**src/rtl/subtractor_seq.sv**
```systemverilog
// Chunk-serial add/subtract: CHUNK bits per clock, LSB chunk first, with a registered inter-chunk carry.
// Define SUBTRACTOR_SEQ_OVF_EN to build the signed-overflow flag; otherwise Overflow_out is tied low.
module subtractor_seq #(
    parameter int WIDTH = 16,
    parameter int CHUNK = 4
) (
    input  logic             Clk_in,
    input  logic             Reset_in,
    input  logic             Start_in,
    input  logic             Mode_in,
    input  logic [WIDTH-1:0] A_in,
    input  logic [WIDTH-1:0] B_in,
    input  logic             Carry_in,
    output logic             Busy_out,
    output logic             Done_out,
    output logic [WIDTH-1:0] Result_out,
    output logic             Carry_out,
    output logic             Overflow_out
);

    localparam int unsigned N    = WIDTH / CHUNK;
    localparam int unsigned IDXW = (N > 1) ? $clog2(N) : 1;
    localparam logic [IDXW-1:0] LAST = IDXW'(N - 1);

    typedef enum logic [1:0] {IDLE, RUN, DONE} state_t;

    state_t           state;
    logic [WIDTH-1:0] a_q;
    logic [WIDTH-1:0] b_q;      // effective operand: ~B for subtract, B for add
    logic             carry_q;
    logic [IDXW-1:0]  idx;
    logic [CHUNK:0]   sum;

    always_comb begin
        sum = {1'b0, a_q[idx*CHUNK +: CHUNK]} + {1'b0, b_q[idx*CHUNK +: CHUNK]}
            + {{CHUNK{1'b0}}, carry_q};
    end

    always_ff @(posedge Clk_in or posedge Reset_in) begin
        if (Reset_in) begin
            state      <= IDLE;
            a_q        <= '0;
            b_q        <= '0;
            carry_q    <= 1'b0;
            idx        <= '0;
            Busy_out   <= 1'b0;
            Done_out   <= 1'b0;
            Result_out <= '0;
            Carry_out  <= 1'b0;
        end else begin
            case (state)
                IDLE, DONE: begin
                    Done_out <= 1'b0;
                    if (Start_in) begin
                        a_q        <= A_in;
                        b_q        <= Mode_in ? B_in : ~B_in;
                        carry_q    <= Carry_in;
                        idx        <= '0;
                        Result_out <= '0;
                        Busy_out   <= 1'b1;
                        state      <= RUN;
                    end
                end
                RUN: begin
                    Result_out[idx*CHUNK +: CHUNK] <= sum[CHUNK-1:0];
                    carry_q <= sum[CHUNK];
                    if (idx == LAST) begin
                        Carry_out <= sum[CHUNK];
                        Busy_out  <= 1'b0;
                        Done_out  <= 1'b1;
                        state     <= DONE;
                    end else begin
                        idx <= idx + 1'b1;
                    end
                end
                default: state <= IDLE;
            endcase
        end
    end

`ifdef SUBTRACTOR_SEQ_OVF_EN
    logic ovf_q;

    // The final result MSB is the top bit of the last chunk's sum, written on this same edge.
    always_ff @(posedge Clk_in or posedge Reset_in) begin
        if (Reset_in) begin
            ovf_q <= 1'b0;
        end else if (state == RUN && idx == LAST) begin
            ovf_q <= (a_q[WIDTH-1] == b_q[WIDTH-1]) && (sum[CHUNK-1] != a_q[WIDTH-1]);
        end
    end

    assign Overflow_out = ovf_q;
`else
    assign Overflow_out = 1'b0;
`endif

endmodule

```
**config.mk**
```make
export PLATFORM = sky130hd
export DESIGN_NAME = subtractor_seq
export DESIGN_NICKNAME = d
export VERILOG_FILES = /design/src/rtl/subtractor_seq.sv
export SDC_FILE = /design/constraint.sdc
export NUM_CORES = 1
export LEC_CHECK = 0
export BUFFER_PORTS_ARGS = -buffer_cell sky130_fd_sc_hd__buf_2
export CAP_MARGIN = 15
export CELL_PAD_IN_SITES_DETAIL_PLACEMENT = 2
export CELL_PAD_IN_SITES_GLOBAL_PLACEMENT = 2
export CORE_AREA = 2 2 87 89
export CTS_BUF_LIST = sky130_fd_sc_hd__clkbuf_4
export DETAILED_ROUTE_END_ITERATION = 10
export DIE_AREA = 0 0 89 91
export GPL_TIMING_DRIVEN = 0
export PLACE_DENSITY = 0.83
export SLEW_MARGIN = 40
export SYNTH_ARGS = -nofsm -noshare
export SYNTH_HDL_FRONTEND = slang
export SYNTH_SLANG_ARGS = --single-unit
```
**constraint.sdc**
```tcl
create_clock -name Clk_in -period 4.15 [get_ports Clk_in]
set_input_delay 0.83 -clock Clk_in [delete_from_list [all_inputs] [get_ports Clk_in]]
set_output_delay 0.83 -clock Clk_in [all_outputs]
set_load 0.05 [all_outputs]
```
==> results.ini, run 1 <==
[final_layout]
fillCellCount = 802
diodes = 0
nNetsFinal = 352
drive_above_1_share = 0.316
area_growth_pct = 17.5

[drt]
routed-via-count = 2001
first_pass_iters = 4
drt-wirelength-per-cell_um = 15.8
drc = 0
routed_via_density = 4.93
ant_nets = 0
drt-total-wl_um = 6420
drt-initial-drc-count = 76

[setup_path]
worstPathRequired_ns = 4.48
worst-path-max-fanout = 10
cp_data_arrival_time_ns = 3.24
cp-start-kind = register
worstSetupPathType = register to register
end_kind = register

[floorplanning]
initial_core_util = 0.380
num_rows = 31
core_area_um2 = 7140
die-width_um = 89
num_io_pins = 57
dieArea_um2 = 8100
die_h_um = 91

[placement]
preCtsSetupSlack_ns = 1.28
place.gp.congestion = 0.750
hpwl_um = 4990
placement.io_buffers = 54

[power]
leakagePower_nw = 1.64
clock_power_share = 0.092
seqPwrFrac = 0.347
power_switching_share = 0.462
power_density_nw_per_um2 = 824
switching_power_w = 0.00121
p_int_w = 0.00141
p_total_w = 0.00262
ir_worst_vdd_mv = 0.250
combPwrFrac = 0.561

[clocking]
cts_resized = 0
clk_pin_slew_worst_paths_ns = 0.16
clockRootBuffer = clkbuf_4
post_cts_buffers = 0
numClockSinks = 56
max-clock-path-buffers = 2
cts_tree = yes
clock_latency_ns = 0.38
htreeDepth = 2
cts_buffers = 5
cts_hold_buf = 0

[synthesis]
async_flop_share = 1.00
synth_top_flop_cell = dfrtp_1
yosys_warnings = 0
synth_fp_nets = 290
syn-instance-count = 244
yosysSeqAreaShare = 0.517
syn_area_per_cell_um2 = 11.1
ys_ff_latch = 56
synth-edff-count = 0
ys_types = 36
synth_area_um2 = 2710

[timing]
max_freq_mhz = 344
slew_headroom = 0.666
hold_violations = 0
finalMaxSlewViolations = 0
setup_ws_ns = 1.25
period_share = 0.700
finClkSkew_ns = 0.0124
final-setup-viol-count = 0
tns_ns = 0
period_needed_ns = 2.90
worstMarginPinSlew_ns = 0.499
rsz0062_at_grt = false

[outcome]
status = complete, no violations

[global_routing]
grt_pass1_vias = 2180
grt_use_total = 0.176
grt_pass1_wl_um = 11100
grt_max_degree = 37
gr-total-overflow = 0
antenna_found_initial = 0

[run]
cap_violations = 0

[worst_hold_path]
hp-class = input pin to async pin

cell usage in the layout (no fill, tap or decap), types with 2 or more instances in the layout:
cell	Yosys	final
ha_1	7	7
o21ai_0	17	17
buf_2	8	62
a22o_2	3	3
a211oi_1	2	2
fa_1	2	2
a22o_1	10	10
inv_1	4	3
a32o_1	4	4
mux4_2	8	8
xor2_1	17	17
buf_4	4	4
a21oi_1	5	5
clkbuf_4	0	7
dfrtp_1	56	56
a21oi_2	2	2
nand2_1	71	71
nor2_1	5	5
worst max-delay path, cell delays in order (launching register included):
cell and delay [ns]:
dfrtp_1 0.52, buf_4 0.28, mux4_2 0.56, fa_1 0.43
fa_1 0.42, xor2_1 0.43, a22o_1 0.23
synthesized netlist by cell type (2+ instances only):
library cell / count / area, µm²
mux4_2: 8 / 180
a211oi_1: 2 / 15.0
nand2_1: 71 / 267
fa_1: 2 / 40.0
buf_4: 4 / 30.0
xor2_1: 17 / 149
inv_1: 4 / 15.0
nor2_1: 5 / 18.8
a32o_1: 4 / 40.0
dfrtp_1: 56 / 1400
a21oi_1: 5 / 25.0
a22o_2: 3 / 30.0
o21ai_0: 17 / 85.1
ha_1: 7 / 87.6
buf_2: 8 / 40.0
a22o_1: 10 / 87.6
a21oi_2: 2 / 17.5
area by class of cell:
type | instances | area (µm²) | area share
well taps | 99 | 124 | 0.0389
flip-flops and latches | 56 | 1400 | 0.440
clock buffers | 7 | 52.6 | 0.0165
repair buffers | 55 | 290 | 0.0912
inverters | 4 | 17.5 | 0.00551
multi-input cells | 171 | 1220 | 0.383
clock inverters | 1 | 3.75 | 0.00118
plain buffers | 13 | 73.8 | 0.0232
flip-flops by register name, indices dropped and copies added (netlist names):
name        flops
Busy_out        1
Carry_out       1
Done_out        1
Result_out     16
a_q            16
b_q            16
carry_q         1
idx             2
state           2
layer usage:
metal / part of all wire / global-route usage / vias up / wire length (µm)
li1: - / - / 952 / -
met3: 0.034 / 0.0309 / 5 / 218
met1: 0.45 / 0.234 / 1004 / 2880
met2: 0.51 / 0.300 / 40 / 3250
met4: 0.0094 / 0.0336 / 0 / 60
met5: 0 / 0 / - / 0
per-stage QoR:
stage,cells,cell area [µm²],hold WS [ns],util
after floorplan,244,2710,0.440,-
after global placement,397,3100,0.455,0.435
after detailed placement,398,3130,0.466,0.438
after CTS,406,3180,0.363,0.446
after global routing,406,3180,0.369,0.446
final,406,3180,0.366,0.446
power by group through the flow:
stage | registers, W | logic (W) | clock network (W)
3_3_place_gp | 0.000909 | 0.00143 | 0
6_report | 0.000910 | 0.00147 | 0.000242
5_1_grt | 0.000943 | 0.00164 | 0.000263
4_1_cts | 0.000914 | 0.00149 | 0.000251
2_1_floorplan | 0.00107 | 0.000920 | 0
3_5_place_dp | 0.000925 | 0.00148 | 0
path summary, 6_finish.rpt:
path | to | slack, ns | cells past startpoint | from
max reg2reg | Result_out[2]$_DFFE_PP0P_ | 1.25 | 6 | idx[0]$_DFFE_PP0P_
max in group asynchronous | b_q[0]$_DFFE_PP0P_ | 3.30 | 3 | Reset_in
min reg2reg | a_q[9]$_DFFE_PP0P_ | 0.50 | 2 | a_q[9]$_DFFE_PP0P_
min | a_q[13]$_DFFE_PP0P_ | 0.37 | 2 | Reset_in
max | Result_out[2]$_DFFE_PP0P_ | 1.25 | 6 | idx[0]$_DFFE_PP0P_
min in group Clk_in | a_q[9]$_DFFE_PP0P_ | 0.50 | 2 | a_q[9]$_DFFE_PP0P_
kinds of logic (layout without fill, tap and decap cells):
| group | after synthesis | count (layout) | synth area share |
|---|---|---|---|
| AOI/OAI and AO/OA | 47 | 47 | 0.123 |
| xor gates and xnor gates | 18 | 18 | 0.0582 |
| adders and majority gates | 9 | 9 | 0.0471 |
| buffers and inverters | 17 | 80 | 0.0328 |
| DFF | 56 | 56 | 0.517 |
| muxes | 8 | 8 | 0.0665 |
| other | 1 | 1 | 0.00138 |
| and+or+nand+nor | 88 | 88 | 0.153 |
Power figures use the tool's default switching activity.
==> run 2, diff against run 1 <==
Settings changed: CORE_AREA 2 2 87 89 to 2 2 94 96, DIE_AREA 0 0 89 91 to 0 0 96 98, PLACE_DENSITY 0.83 to 0.75.
Clock period 4.15 ns to 2.4 ns, I/O delays scaled along.
==> run 2 against run 1 <==
Net effect: the flow now finishes with violations (negative setup slack); die area rose by 16%; register-to-register slack got worse by 1.3 ns; critical path depth rose by 1; critical endpoint is now carry_q$_DFFE_PP0P_; cell count rose by 4.7%; clock power rose by 79%; combinational power rose by 100%; highest routed layer unchanged; sequential power rose by 73%.
==> results.ini, run 2 (synthesis gave the netlist of run 1 again) <==
[clocking]
cts_buffers = 5  ; unchanged
max-clock-path-buffers = 2  ; unchanged
htreeDepth = 2  ; unchanged
cts_hold_buf = 0  ; unchanged
numClockSinks = 56  ; unchanged
cts_tree = yes  ; unchanged
clockRootBuffer = clkbuf_4  ; unchanged
clock_latency_ns = 0.38  ; about the same
clk_pin_slew_worst_paths_ns = 0.17  ; was 0.16 ns

[placement]
place.gp.congestion = 0.736  ; was 0.750
preCtsSetupSlack_ns = -0.296  ; was 1.28 ns
placement.io_buffers = 54  ; unchanged
hpwl_um = 5470  ; was 4990 µm
place_area_um2 = 3150  ; was 3130 µm²

[power]
p_int_w = 0.00271  ; was 0.00141 W
power_switching_share = 0.457  ; was 0.462
leakagePower_nw = 1.70  ; was 1.64 nW
combPwrFrac = 0.597  ; was 0.561
ir_worst_vdd_mv = 0.591  ; was 0.250 mV
power_density_nw_per_um2 = 1500  ; was 824 nW/µm²
seqPwrFrac = 0.316  ; was 0.347
clock_power_share = 0.087  ; was 0.092
switching_power_w = 0.00227  ; was 0.00121 W

[setup_path]
cp-start-kind = register  ; unchanged
crit_top_cell = fa_2  ; was fa_1
worstSetupPathType = register to register  ; unchanged
end_kind = register  ; unchanged
r2r_end = carry_q$_DFFE_PP0P_  ; was Result_out[2]$_DFFE_PP0P_
worst-path-max-fanout = 5  ; was 10
slowest_delay_ns = 0.54  ; was 0.56 ns
cp_data_arrival_time_ns = 2.71  ; was 3.24 ns
rr_worst_depth = 7  ; was 6
reg2reg_slack_ns = -0.04  ; was 1.25 ns
worstPathRequired_ns = 2.67  ; was 4.48 ns
cp_cell_sequence = buf_12 > mux4_2 > fa_2 > fa_2 > a21o_1 > a21oi_2 > a211oi_2  ; was buf_4 > mux4_2 > fa_1 > fa_1 > xor2_1 > a22o_1
r2r_start = idx[0]$_DFFE_PP0P_  ; unchanged
crit_slowest_cell = mux4_2  ; unchanged

[drt]
ant_nets = 0  ; unchanged
routed_via_density = 4.87  ; was 4.93
drt-total-wl_um = 7310  ; was 6420 µm
drc = 0  ; unchanged
routed-via-count = 2069  ; was 2001
first_pass_iters = 4  ; unchanged
drt-initial-drc-count = 45  ; was 76
drt-wirelength-per-cell_um = 17.2  ; was 15.8 µm

[global_routing]
grt_use_total = 0.171  ; was 0.176
gr-total-overflow = 0  ; unchanged
grt_max_degree = 38  ; was 37
antenna_found_initial = 0  ; unchanged
grt_pass1_vias = 2430  ; was 2180
grt_pass1_wl_um = 12400  ; was 11100 µm

[final_layout]
layout_commonest_cell = nand2_1  ; unchanged
final_cell_area_um2 = 3330  ; was 3180 µm²
layout_common_cells = nand2_1 (71), buf_2 (61), dfrtp_1 (55)  ; was nand2_1 (71), buf_2 (62), dfrtp_1 (56)
utilization = 0.393  ; was 0.446
drive_above_1_share = 0.363  ; was 0.316
fillCellCount = 935  ; was 802
multi_input_area_um2 = 1250  ; was 1220 µm²
nNetsFinal = 362  ; was 352
area_growth_pct = 22.9  ; was 17.5%
top_regs = Result_out: 16 flops, a_q: 16 flops, b_q: 16 flops  ; unchanged
diodes = 0  ; unchanged
seqCellArea_um2 = 1400  ; about the same

[floorplanning]
initial_core_util = 0.320  ; was 0.380
die_h_um = 98  ; was 91 µm
core_area_um2 = 8470  ; was 7140 µm²
dieArea_um2 = 9410  ; was 8100 µm²
num_rows = 34  ; was 31
die-width_um = 96  ; was 89 µm
num_io_pins = 57  ; unchanged

[timing]
final-setup-viol-count = 4  ; was 0
finClkSkew_ns = 0.0147  ; was 0.0124 ns
fin_hold_ws_ns = 0.0155  ; was 0.366 ns
tns_ns = -0.0665  ; was 0 ns
period_needed_ns = 2.44  ; was 2.90 ns
hold_violations = 0  ; unchanged
setup_ws_ns = -0.0364  ; was 1.25 ns
finalMaxSlewViolations = 0  ; unchanged
rsz0062_at_grt = true  ; was false
max_freq_mhz = 410  ; was 344 MHz
period_share = 1.02  ; was 0.700

[outcome]
violations = negative setup slack
status = finished with violations  ; was complete, no violations

[worst_hold_path]
hp-class = input pin to async pin  ; unchanged

[run]
cap_violations = 0  ; unchanged

==> run 2: worst max-delay path by stage <==
stage | from | depth (start not counted) | endpoint | slack [ns]
2_1_floorplan | idx[0]$_DFFE_PP0P_ | 7 | Carry_out$_DFFE_PP0P_ | 0.01
3_3_place_gp | Reset_in | 2 | idx[0]$_DFFE_PP0P_ | -0.40
3_5_place_dp | idx[0]$_DFFE_PP0P_ | 6 | Result_out[2]$_DFFE_PP0P_ | -0.30
4_1_cts | idx[0]$_DFFE_PP0P_ | 7 | carry_q$_DFFE_PP0P_ | -0.03
5_1_grt | idx[0]$_DFFE_PP0P_ | 7 | carry_q$_DFFE_PP0P_ | -0.12
6_report | idx[0]$_DFFE_PP0P_ | 7 | carry_q$_DFFE_PP0P_ | -0.04
==> run 2: timing repair <==
item,CTS,global route
pin swaps,5,4
endpoints found under the setup margin,14,10
buffers inserted,8,2
resized for setup,9,1
==> run 2: cell type report <==
type,instances,area share
Clock inverter,1,0.00113
Clock buffer,7,0.0158
Buffer,13,0.0278
Inverter,4,0.00526
Sequential cell,56,0.421
Multi-Input combinational cell,171,0.375
Timing Repair Buffer,65,0.113
Tap cell,108,0.0406
==> run 2: critical path, delay by kind of cell (launching register included) <==
kind	cells	cell delay [ns]
adders and majority gates	2	0.76
DFF	1	0.43
buffers and inverters	1	0.12
AOI/OAI and AO/OA	3	0.48
muxes	1	0.54
==> run 2: metrics by stage <==
stage	cells	power (W)
after floorplan	244	0.00346
after global placement	406	0.00412
after detailed placement	407	0.00427
after CTS	423	0.00497
after global routing	425	0.00539
final	425	0.00498
==> run 2: power by group through the flow <==
stage          clock network, W  registers (W)  logic, W
2_1_floorplan                 0        0.00185   0.00161
3_3_place_gp                  0        0.00158   0.00254
3_5_place_dp                  0        0.00161   0.00266
4_1_cts                0.000447        0.00158   0.00295
5_1_grt                0.000479        0.00163   0.00328
6_report               0.000433        0.00157   0.00297
==> run 2: per-layer routing <==
| metal | routed length [µm] | track usage |
|---|---|---|
| met3 | 273 | 0.0363 |
| met5 | 0 | 0 |
| met1 | 3070 | 0.208 |
| met4 | 127 | 0.0418 |
| met2 | 3840 | 0.304 |
==> run 3, diff against run 2 <==
Settings changed: ABC_AREA from default to 1, CORE_AREA 2 2 94 96 to 2 2 99 101, DIE_AREA 0 0 96 98 to 0 0 101 103, PLACE_DENSITY 0.75 to 0.74.
==> run 3 against run 2 <==
Net effect: the run still ends with negative setup slack left; clock power is 22% higher; synthesized area grew 2.0%; setup slack gained 0.017 ns; critical path depth up 3; global-route usage down 0.74 points; first-iteration DRC count grew 38%; final area up 4.7%; cell count increased by 19%; wire length is 13% higher; non-clock buffer count increased by 4; die area up 11%; synthesized cell count is 30% higher; critical path type unchanged; largest cell class unchanged; largest power group unchanged; highest routed layer unchanged.
==> results.ini, run 3 <==
[worst_hold_path]
hold_start = A_in[3]
whs_path_depth = 3
hp-class = input pin to register  ; was input pin to async pin
min_to = a_q[3]$_DFFE_PP0P_

[final_layout]
diodes = 0  ; unchanged
layout_common_cells = nand2_1 (99), buf_2 (57), dfrtp_1 (54)  ; was nand2_1 (71), buf_2 (61), dfrtp_1 (55)
nNetsFinal = 438  ; was 362
layout_commonest_cell = nand2_1  ; unchanged
post_layout_nonfiller_instances = 507  ; was 425
top_regs = Result_out: 16 flops, a_q: 16 flops, b_q: 16 flops  ; unchanged
drive_above_1_share = 0.303  ; was 0.363
area_growth_pct = 26.1  ; was 22.9%
fillCellCount = 1085  ; was 935

[timing]
hold_violations = 0  ; unchanged
final-setup-viol-count = 1  ; was 4
rsz0062_at_grt = true  ; unchanged
fin_hold_ws_ns = 0.288  ; was 0.0155 ns
setup_ws_ns = -0.0194  ; was -0.0364 ns
finClkSkew_ns = 0.00878  ; was 0.0147 ns
period_share = 1.01  ; was 1.02
max_freq_mhz = 413  ; was 410 MHz
finalMaxSlewViolations = 0  ; unchanged
period_needed_ns = 2.42  ; was 2.44 ns

[clocking]
cts_buffers = 5  ; unchanged
htreeDepth = 2  ; unchanged
clk_pin_slew_worst_paths_ns = 0.17  ; about the same
numClockSinks = 56  ; unchanged
clock_latency_ns = 0.37  ; was 0.38 ns
cts_tree = yes  ; unchanged
max-clock-path-buffers = 2  ; unchanged
clockRootBuffer = clkbuf_4  ; unchanged

[setup_path]
cp-start-kind = register  ; unchanged
cp_data_arrival_time_ns = 2.71  ; about the same
rr_worst_depth = 10  ; was 7
r2r_end = Result_out[10]$_DFFE_PP0P_  ; was carry_q$_DFFE_PP0P_
r2r_start = idx[0]$_DFFE_PP0P_  ; unchanged
end_kind = register  ; unchanged
critPathLaunch = idx[0]$_DFFE_PP0P_  ; unchanged
worstPathRequired_ns = 2.69  ; was 2.67 ns
worstSetupPathType = register to register  ; unchanged
reg2reg_slack_ns = -0.02  ; was -0.04 ns
worst-path-max-fanout = 5  ; unchanged

[drt]
dr.max_layer_used = met4  ; unchanged
routed_via_density = 4.75  ; was 4.87
ant_nets = 0  ; unchanged
drt-wirelength-per-cell_um = 16.3  ; was 17.2 µm
routed-wl-met3_um = 222  ; was 273 µm
drt-initial-drc-count = 62  ; was 45
routed-via-count = 2406  ; was 2069
first_pass_iters = 4  ; unchanged
drt-total-wl_um = 8270  ; was 7310 µm
dr_wl_met2_um = 4250  ; was 3840 µm
drt-met1-wl_um = 3710  ; was 3070 µm
drc = 0  ; unchanged

[synthesis]
ys_types = 29  ; was 36
synth_fp_nets = 362  ; was 290
syn_area_per_cell_um2 = 8.74  ; was 11.1 µm²
ys_top_cells_by_area = dfrtp_1 (51%), nand2_1 (14%), o21ai_0 (6.9%)  ; was dfrtp_1 (52%), nand2_1 (9.8%), mux4_2 (6.7%)
synthDominantCellAreaShare = 0.507  ; was 0.517
synth_top_cell_by_area = dfrtp_1  ; unchanged
synth_top_flop_cell = dfrtp_1  ; unchanged
ys_ff_latch = 56  ; unchanged
synthTopCellsByCount = nand2_1 (100), dfrtp_1 (56), o21ai_0 (38), nor2_1 (20), nand3_1 (17)  ; was nand2_1 (71), dfrtp_1 (56), o21ai_0 (17), xor2_1 (17), a22o_1 (10)
synth-edff-count = 0  ; unchanged
yosys_warnings = 0  ; unchanged
yosysSeqAreaShare = 0.507  ; was 0.517
async_flop_share = 1.00  ; unchanged
synth_area_um2 = 2760  ; was 2710 µm²
syn-instance-count = 316  ; was 244
yosys.cell_count.top_type = nand2_1  ; unchanged

[floorplanning]
dieArea_um2 = 10400  ; was 9410 µm²
core_area_um2 = 9460  ; was 8470 µm²
num_rows = 36  ; was 34
num_io_pins = 57  ; unchanged
initial_core_util = 0.292  ; was 0.320
die-width_um = 101  ; was 96 µm
die_h_um = 103  ; was 98 µm

[global_routing]
grt_pass1_vias = 2637  ; was 2430
grt_use_total = 0.164  ; was 0.171
grt_max_degree = 40  ; was 38
gr-total-overflow = 0  ; unchanged
grt_pass1_wl_um = 13200  ; was 12400 µm
antenna_found_initial = 0  ; unchanged

[placement]
hpwl_um = 5950  ; was 5470 µm
placement.io_buffers = 54  ; unchanged
place.gp.congestion = 0.755  ; was 0.736
dp.cells = 485  ; was 407

[power]
power_density_nw_per_um2 = 1500  ; about the same
leakagePower_nw = 1.83  ; was 1.70 nW
ir_worst_vdd_mv = 0.545  ; was 0.591 mV

[outcome]
status = finished with violations  ; unchanged
violations = negative setup slack  ; unchanged

[run]
cap_violations = 0  ; unchanged

-- run 3: changes by cell type after synthesis, sizes merged, moves of 11 or more --
| cell | change |
|---|---|
| inv | +11 |
| o21ai | +29 |
| a22o | -13 |
| nand3 | +17 |
| nand2 | +32 |
| nor2 | +19 |
-- run 3: cell families (layout without fill, tap and decap cells) --
group	Yosys count	count (layout)	share of synthesized area
and+or+nand+nor	147	147	0.225
AOI/OAI and AO/OA	57	57	0.113
DFF	56	56	0.507
buffers and inverters	29	106	0.0530
xor gates and xnor gates	17	17	0.0539
adders and majority gates	9	9	0.0462
other	1	1	0.00136
-- run 3: routing by layer --
layer / track usage / vias up
met4: 0.0416 / 0
li1: - / 1171
met5: 0 / -
met2: 0.299 / 41
met1: 0.204 / 1186
met3: 0.0224 / 8
-- run 3: layout make-up --
class                   count  area [µm²]  area share
flip-flops and latches     56        1400       0.403
multi-input cells         231        1270       0.364
repair buffers             69         398       0.114
well taps                 114         143      0.0409
plain buffers              13         118      0.0338
inverters                  16        73.8      0.0212
clock inverters             3        42.5      0.0122
clock buffers               5        37.5      0.0108
-- run 3: metrics by stage --
| step | setup TNS (ns) | utilization | power [W] | instance area [µm²] | worst slack (ns) |
|---|---|---|---|---|---|
| 6_report | -0.0194 | 0.368 | 0.00524 | 3480 | -0.0194 |
| 5_1_grt | -0.590 | 0.368 | 0.00570 | 3480 | -0.164 |
| 4_1_cts | 0 | 0.355 | 0.00494 | 3350 | 0.00202 |
| 3_5_place_dp | -4.05 | 0.338 | 0.00418 | 3200 | -0.583 |
| 3_3_place_gp | -15.17 | 0.336 | 0.00405 | 3180 | -0.455 |
| 2_1_floorplan | 0 | - | 0.00333 | 2760 | 0.170 |
-- run 3: worst max-delay path by stage --
stage	to	slack, ns	cells past startpoint
after detailed placement	Result_out[6]$_DFFE_PP0P_	-0.58	9
after CTS	Result_out[6]$_DFFE_PP0P_	0.002	10
after global routing	carry_q$_DFFE_PP0P_	-0.16	10
final	Result_out[10]$_DFFE_PP0P_	-0.02	10
after global placement	Result_out[6]$_DFFE_PP0P_	-0.45	9
after floorplan	Result_out[6]$_DFFE_PP0P_	0.17	10
-- run 3: what timing repair did --
item                                    4_1_cts  5_1_grt
hold endpoints to repair                     15        0
hold buffers                                  1        0
endpoints found under the setup margin       14        7
setup buffers                                 3       10
gates resized for setup                      16       22
pin swaps                                     1        5
-- run 3: power breakdown --
group | total, W | switching, W | internal [W]
Clock | 0.000527 | 0.000309 | 0.000218
Combinational | 0.00315 | 0.00197 | 0.00117
Sequential | 0.00157 | 0.000247 | 0.00132
Total | 0.00524 | 0.00253 | 0.00271
-- run 3: worst max-delay path: stages (launching register included) --
cell	delay [ns]
dfrtp_2	0.51
buf_8	0.16
o21ai_2	0.15
o22ai_2	0.14
fa_2	0.42
fa_2	0.40
xnor2_2	0.24
nor2_2	0.09
buf_4	0.14
nand2_1	0.05
nand2_1	0.05
